$ cat src/rtl/cdc_sched_pkg.sv
// Shared types and helpers for the CDC pulse scheduler and its arbiter.
package cdc_sched_pkg;

  typedef enum logic [1:0] {
    IDLE,
    ISSUE,
    WAIT
  } state_t;

  // Index width for n items, never narrower than one bit.
  function automatic int unsigned idx_w(input int unsigned n);
    return (n < 2) ? 1 : $clog2(n);
  endfunction

endpackage

$ cat src/rtl/rr_arbiter.sv
// Combinational round-robin picker: first set request after last_grant, wrapping.
module rr_arbiter
  import cdc_sched_pkg::*;
#(
  parameter  int unsigned NREQ = 4,
  localparam int unsigned IW   = idx_w(NREQ)
) (
  input  logic [NREQ-1:0] req,
  input  logic [IW-1:0]   last_grant,
  output logic            grant_valid,
  output logic [IW-1:0]   grant_idx
);

  logic          w_hi_found;
  logic          w_lo_found;
  logic [IW-1:0] w_hi_idx;
  logic [IW-1:0] w_lo_idx;

  // Lowest request above last_grant wins; otherwise wrap to the lowest overall.
  always_comb begin
    w_hi_found = 1'b0;
    w_lo_found = 1'b0;
    w_hi_idx   = '0;
    w_lo_idx   = '0;
    for (int unsigned j = 0; j < NREQ; j++) begin
      if (req[j] && !w_lo_found) begin
        w_lo_found = 1'b1;
        w_lo_idx   = IW'(j);
      end
      if (req[j] && !w_hi_found && (IW'(j) > last_grant)) begin
        w_hi_found = 1'b1;
        w_hi_idx   = IW'(j);
      end
    end
    grant_valid = w_lo_found;
    grant_idx   = w_hi_found ? w_hi_idx : w_lo_idx;
  end

endmodule

$ cat src/rtl/cdc_pulse_sched.sv
// Serialises per-requester event counts onto one spaced pulse line with a
// quasi-static id bus, for a toggle-based pulse synchroniser.
module cdc_pulse_sched
  import cdc_sched_pkg::*;
#(
  parameter  int unsigned NREQ  = 4,
  parameter  int unsigned CNT_W = 4,
  parameter  int unsigned GAP   = 8,
  localparam int unsigned IW    = idx_w(NREQ)
) (
  input  logic            clk_sys,
  input  logic            reset,
  input  logic [NREQ-1:0] req,
  input  logic            overflow_clr,
  output logic            out_pulse,
  output logic [IW-1:0]   out_id,
  output logic            busy,
  output logic [NREQ-1:0] overflow
);

  localparam int unsigned    GW       = idx_w(GAP);
  localparam logic [CNT_W-1:0] CNT_MAX  = '1;
  localparam logic [GW-1:0]    GAP_LOAD = GW'(GAP - 2);

  logic [CNT_W-1:0] r_cnt     [NREQ];
  logic [CNT_W-1:0] w_cnt_nxt [NREQ];
  logic [NREQ-1:0]  w_cand;
  logic [NREQ-1:0]  w_dec;
  logic [NREQ-1:0]  w_ovf_set;
  logic [NREQ-1:0]  r_ovf;
  logic             w_any_next;

  state_t           r_state;
  state_t           w_next;
  logic [GW-1:0]    r_gap;
  logic [IW-1:0]    r_last_grant;
  logic [IW-1:0]    r_out_id;
  logic             r_out_pulse;
  logic             r_busy;
  logic             w_take;
  logic             w_grant_valid;
  logic [IW-1:0]    w_grant_idx;

  rr_arbiter #(
    .NREQ(NREQ)
  ) u_arb (
    .req        (w_cand),
    .last_grant (r_last_grant),
    .grant_valid(w_grant_valid),
    .grant_idx  (w_grant_idx)
  );

  // The granted count is decremented while its pulse is on the wire; a
  // simultaneous strobe cancels the decrement instead of being dropped.
  always_comb begin
    w_any_next = 1'b0;
    for (int unsigned i = 0; i < NREQ; i++) begin
      w_cand[i]    = (r_cnt[i] != '0);
      w_dec[i]     = (r_state == ISSUE) && (r_out_id == IW'(i));
      w_ovf_set[i] = 1'b0;
      w_cnt_nxt[i] = r_cnt[i];
      if (req[i] && !w_dec[i]) begin
        if (r_cnt[i] == CNT_MAX) w_ovf_set[i] = 1'b1;
        else                     w_cnt_nxt[i] = r_cnt[i] + 1'b1;
      end else if (!req[i] && w_dec[i]) begin
        w_cnt_nxt[i] = r_cnt[i] - 1'b1;
      end
      if (w_cnt_nxt[i] != '0) w_any_next = 1'b1;
    end
  end

  always_comb begin
    w_next = r_state;
    w_take = 1'b0;
    case (r_state)
      IDLE: begin
        if (w_grant_valid) begin
          w_take = 1'b1;
          w_next = ISSUE;
        end
      end
      ISSUE: w_next = WAIT;
      WAIT: begin
        if (r_gap == '0) begin
          if (w_grant_valid) begin
            w_take = 1'b1;
            w_next = ISSUE;
          end else begin
            w_next = IDLE;
          end
        end
      end
      default: w_next = IDLE;
    endcase
  end

  always_ff @(posedge clk_sys or posedge reset) begin
    if (reset) begin
      for (int unsigned i = 0; i < NREQ; i++) r_cnt[i] <= '0;
      r_ovf        <= '0;
      r_state      <= IDLE;
      r_gap        <= '0;
      r_last_grant <= IW'(NREQ - 1);
      r_out_id     <= '0;
      r_out_pulse  <= 1'b0;
      r_busy       <= 1'b0;
    end else begin
      for (int unsigned i = 0; i < NREQ; i++) r_cnt[i] <= w_cnt_nxt[i];
      r_ovf   <= w_ovf_set | (r_ovf & ~{NREQ{overflow_clr}});
      r_state <= w_next;
      if (r_state == ISSUE)                  r_gap <= GAP_LOAD;
      else if (r_state == WAIT && r_gap != '0) r_gap <= r_gap - 1'b1;
      // Pulse and id are registered from the grant so they appear together in ISSUE.
      r_out_pulse <= w_take;
      if (w_take) begin
        r_out_id     <= w_grant_idx;
        r_last_grant <= w_grant_idx;
      end
      r_busy <= (w_next != IDLE) || w_any_next;
    end
  end

  assign out_pulse = r_out_pulse;
  assign out_id    = r_out_id;
  assign busy      = r_busy;
  assign overflow  = r_ovf;

endmodule

$ cat config.mk
export PLATFORM = sky130hd
export DESIGN_NAME = cdc_pulse_sched
export DESIGN_NICKNAME = d
export VERILOG_FILES = /design/src/rtl/cdc_sched_pkg.sv /design/src/rtl/rr_arbiter.sv /design/src/rtl/cdc_pulse_sched.sv
export SDC_FILE = /design/constraint.sdc
export NUM_CORES = 1
export LEC_CHECK = 0
export ABC_AREA = 1
export ABC_CLOCK_PERIOD_IN_PS = 3000
export CAP_MARGIN = 0
export CORE_UTILIZATION = 65
export CTS_BUF_LIST = sky130_fd_sc_hd__clkbuf_8
export CTS_CLUSTER_DIAMETER = 50
export CTS_CLUSTER_SIZE = 40
export DETAILED_ROUTE_END_ITERATION = 16
export PLACE_DENSITY = 0.95
export SYNTH_ARGS = -nofsm -noshare
export SYNTH_HDL_FRONTEND = slang
export SYNTH_HIERARCHICAL = 1
export SYNTH_SLANG_ARGS = --single-unit
$ cat constraint.sdc
create_clock -name clk_sys -period 3 [get_ports clk_sys]
set_input_delay 0.6 -clock clk_sys [delete_from_list [all_inputs] [get_ports clk_sys]]
set_output_delay 0.6 -clock clk_sys [all_outputs]
set_load 0.01 [all_outputs]
==> out/metrics.csv <==
stage;metric;value;unit
status;status;complete, no violations;
run;Max-Cap Viols;0;
critical_path;critical-path cell list;inv_1 -> ha_1 -> nand3_1 -> nor2_1 -> nand3_1 -> nand3_1 -> nand2_1 -> nor2_1 -> nand2_1 -> nor2_1 -> nand3_1;
global_routing;vias in the first global route;1827;
synthesis;Post-synth EDFFs;0;
pwr;Leak Pwr;1.30;nW
critical_path;Critical Path Source Type;flip-flop;
global_routing;initial antenna violation count;0;
synthesis;library cells used by synthesis;25;
synthesis;Syn. warnings;6;
pwr;Pwr Density;1020;nW/um^2
floorplanning;die span in x;59.8;um
final_layout;Layout Nets;358;
global_routing;met1 GRT Util;39.6;%
synthesis;synthesized area per cell;6.84;um^2
sta;setup violators final;0;
sta;worst-margin pin slew;0.399;ns
sta;clk_skew;0.00712;ns
critical_path;delay-heaviest family, CP;simple AND/OR/NAND/NOR gates;
critical_path;highest-delay cell along the critical path;dfrtp_1;
pwr;Peak VDD IR;0.582;mV
critical_path;Buf/Inv on CP;1;
synthesis;fraction of registers with async set/reset;100;%
clocking;CTS H-tree depth;2;
drt;drt first pass iters;4;
floorplanning;row count;20;
drt;Vias/cell;5.57;
drt;Vias;2127;
sta;f_max;506;MHz
floorplanning;Core ar.;3100;um^2
floorplanning;initial core utilization;69.9;%
global_routing;first-pass GRT wire length;7850;um
global_routing;met2 Use GR;47.5;%
clocking;CTS clk-pin slew, worst paths;0.06;ns
drt;post-route ant nets;0;
critical_path;Crit. End Element;flip-flop;
placed_design;GPL Wtd Cong;0.959;
synthesis;Synth Net Count;338;
critical_path;crit path max fanout;6;
synthesis;sequential area share after synthesis;35.9;%
sta;Slew Limit Fails;0;
clocking;CTS tree;done;
synthesis;top-count cell post-synth;nand2_1;
global_routing;GRT Util Overall;30.2;%
placed_design;port buffer count;14;
sta;relative slew slack;73.4;%
final_layout;diode count;0;
worst_hold_path;Worst Hold Class;flip-flop to flip-flop;
sta;RSZ-0062 raised after global routing;no;
final_layout;Non-Filler Instances;382;
sta;Hold Fails Final Rpt;0;
sta;Final Cycle Share;65.9;%
synthesis;commonest cells in the netlist;87 x nand2_1, 48 x nand3_1, 45 x inv_1;
drt;drt total wl;4810;um
critical_path;critical path class;flip-flop to flip-flop;
placed_design;HPWL Detailed;3670;um
drt;DRT iter0 DRCs;228;
sta;setup TNS;0;ns
placed_design;placed cells;374;
sta;Tmin final;1.98;ns
clocking;post_cts resized;0;
floorplanning;I/O Pins;15;
critical_path;Worst Path Arrival;2.13;ns
drt;WL/cell;12.6;um
synthesis;Most used DFF post-synth;dfrtp_1;
critical_path;most frequent cell on the critical path;nand3_1;
synthesis;top cell type's share of synthesized area;33.4;%
global_routing;most used routing layer in global routing;met2;
clocking;CTS Sinks;31;
clocking;Post-CTS Hold Buffers;0;
clocking;Skew-Pair Late Insertion Delay;0.28;ns
synthesis;largest cells by area after synthesis;dfrtp_1 33%, nand2_1 15%, nand3_1 11%;
floorplanning;Die Height;59.8;um
clocking;Post-CTS Setup Inserts;0;
critical_path;Slowest Stage Delay on Critical Path;0.45;ns
drt;Residual DRC;0;
final_layout;share of cells above drive strength 1;7.69;%
synthesis;Post-Synthesis Cells;317;
global_routing;GR Util met3;7.79;%
floorplanning;Die ar.;3570;um^2
global_routing;total grt overflow;0;
clocking;clk root buf;clkbuf_8;
critical_path;Req. time, crit path;3.15;ns
clocking;Inserted Clock Buffers;5;
clocking;CTS Buffer Depth;2;
final_layout;area grow syn2layout;13.5;%
global_routing;largest net degree at the start of global routing;32;
synthesis;top cell type by total area after synthesis;dfrtp_1;
synthesis;synthesized area;2170;um^2
synthesis;register bit total from synthesis;31;
registers in the layout, indices dropped and copies added (netlist names):
name          count
r_cnt            16
overflow          4
r_gap             3
out_id            2
r_last_grant      2
r_state           2
busy              1
out_pulse         1
power breakdown:
group	switching [mW]	internal (mW)	total (mW)	leakage [nW]
logic	0.832	0.478	1.31	0.871
clock network	0.153	0.206	0.358	0.0557
registers	0.232	0.607	0.839	0.375
total	1.22	1.29	2.51	1.30
tightest hold or removal path: cells and delay by family (launching register included):
family	cells	cell delay, ns
flops	1	0.38
simple gates	2	0.11
kinds of logic (layout without fill, tap and decap cells):
kind of cell,Yosys count,in the layout,synth area share (%)
fa+ha+maj,14,14,8.07
simple gates,191,191,39.4
flops,31,31,35.9
buf+inv,52,73,9.17
compound gates,29,29,7.44
metrics by stage:
| stage | setup slack [ns] | hold slack [ns] | instance area [um^2] | power [mW] | util (%) |
|---|---|---|---|---|---|
| after floorplan | 1.42 | 0.452 | 2170 | 1.79 | - |
| after global placement | 0.897 | 0.468 | 2360 | 2.07 | 76.1 |
| after detailed placement | 0.839 | 0.474 | 2360 | 2.13 | 76.1 |
| after CTS | 1.04 | 0.484 | 2460 | 2.49 | 79.4 |
| after global routing | 0.834 | 0.530 | 2460 | 2.75 | 79.4 |
| final | 1.02 | 0.482 | 2460 | 2.51 | 79.4 |
routing by layer:
metal | vias to the layer above | wire length, um | part of all wire [%]
met5 | - | 0 | 0
met4 | 0 | 104 | 2.2
met3 | 14 | 310 | 6.5
met2 | 76 | 2310 | 48
met1 | 974 | 2080 | 43
li1 | 1063 | - | -
worst paths after layout:
path	from	endpoint	slack, ns	cells past startpoint
setup / recovery	r_cnt[4]$_DFF_PP0_	busy$_DFF_PP0_	1.02	11
hold / removal	r_last_grant[0]$_DFFE_PP1P_	r_last_grant[0]$_DFFE_PP1P_	0.48	2
setup reg to reg	r_cnt[4]$_DFF_PP0_	busy$_DFF_PP0_	1.02	11
hold reg to reg	r_last_grant[0]$_DFFE_PP1P_	r_last_grant[0]$_DFFE_PP1P_	0.48	2
max in group asynchronous	reset	r_last_grant[0]$_DFFE_PP1P_	1.96	3
min in group asynchronous	reset	overflow[1]$_DFF_PP0_	0.71	3
cells in the final DEF, fill, tap and decap left out:
| cell type | instances |
|---|---|
| inv_2 | 4 |
| a21oi_1 | 6 |
| nor2_8 | 1 |
| o21ai_1 | 4 |
| nor3_1 | 3 |
| clkdlybuf4s50_1 | 14 |
| dfrtp_1 | 29 |
| a22oi_1 | 1 |
| clkbuf_8 | 7 |
| or2_0 | 1 |
| nand3b_1 | 3 |
| nor2_1 | 33 |
| o21ai_0 | 11 |
| inv_1 | 46 |
| nand3_2 | 2 |
| o2111ai_1 | 1 |
| o22ai_1 | 4 |
| buf_4 | 1 |
| nand3_1 | 48 |
| nand2_1 | 87 |
| nand2_2 | 4 |
| clkinv_2 | 1 |
| nor2_2 | 4 |
| dfstp_2 | 2 |
| o211ai_1 | 2 |
| ha_1 | 14 |
| nand4_1 | 5 |
layout make-up:
type | count | area, um^2
clock buffers | 7 | 96.3
fillers | 235 | 641
clock inverters | 1 | 3.75
flip-flops and latches | 31 | 778
repair buffers | 15 | 148
multi-input cells | 234 | 1190
well taps | 44 | 55.1
inverters | 50 | 189
No activity file was read; power rests on OpenSTA's default activity.
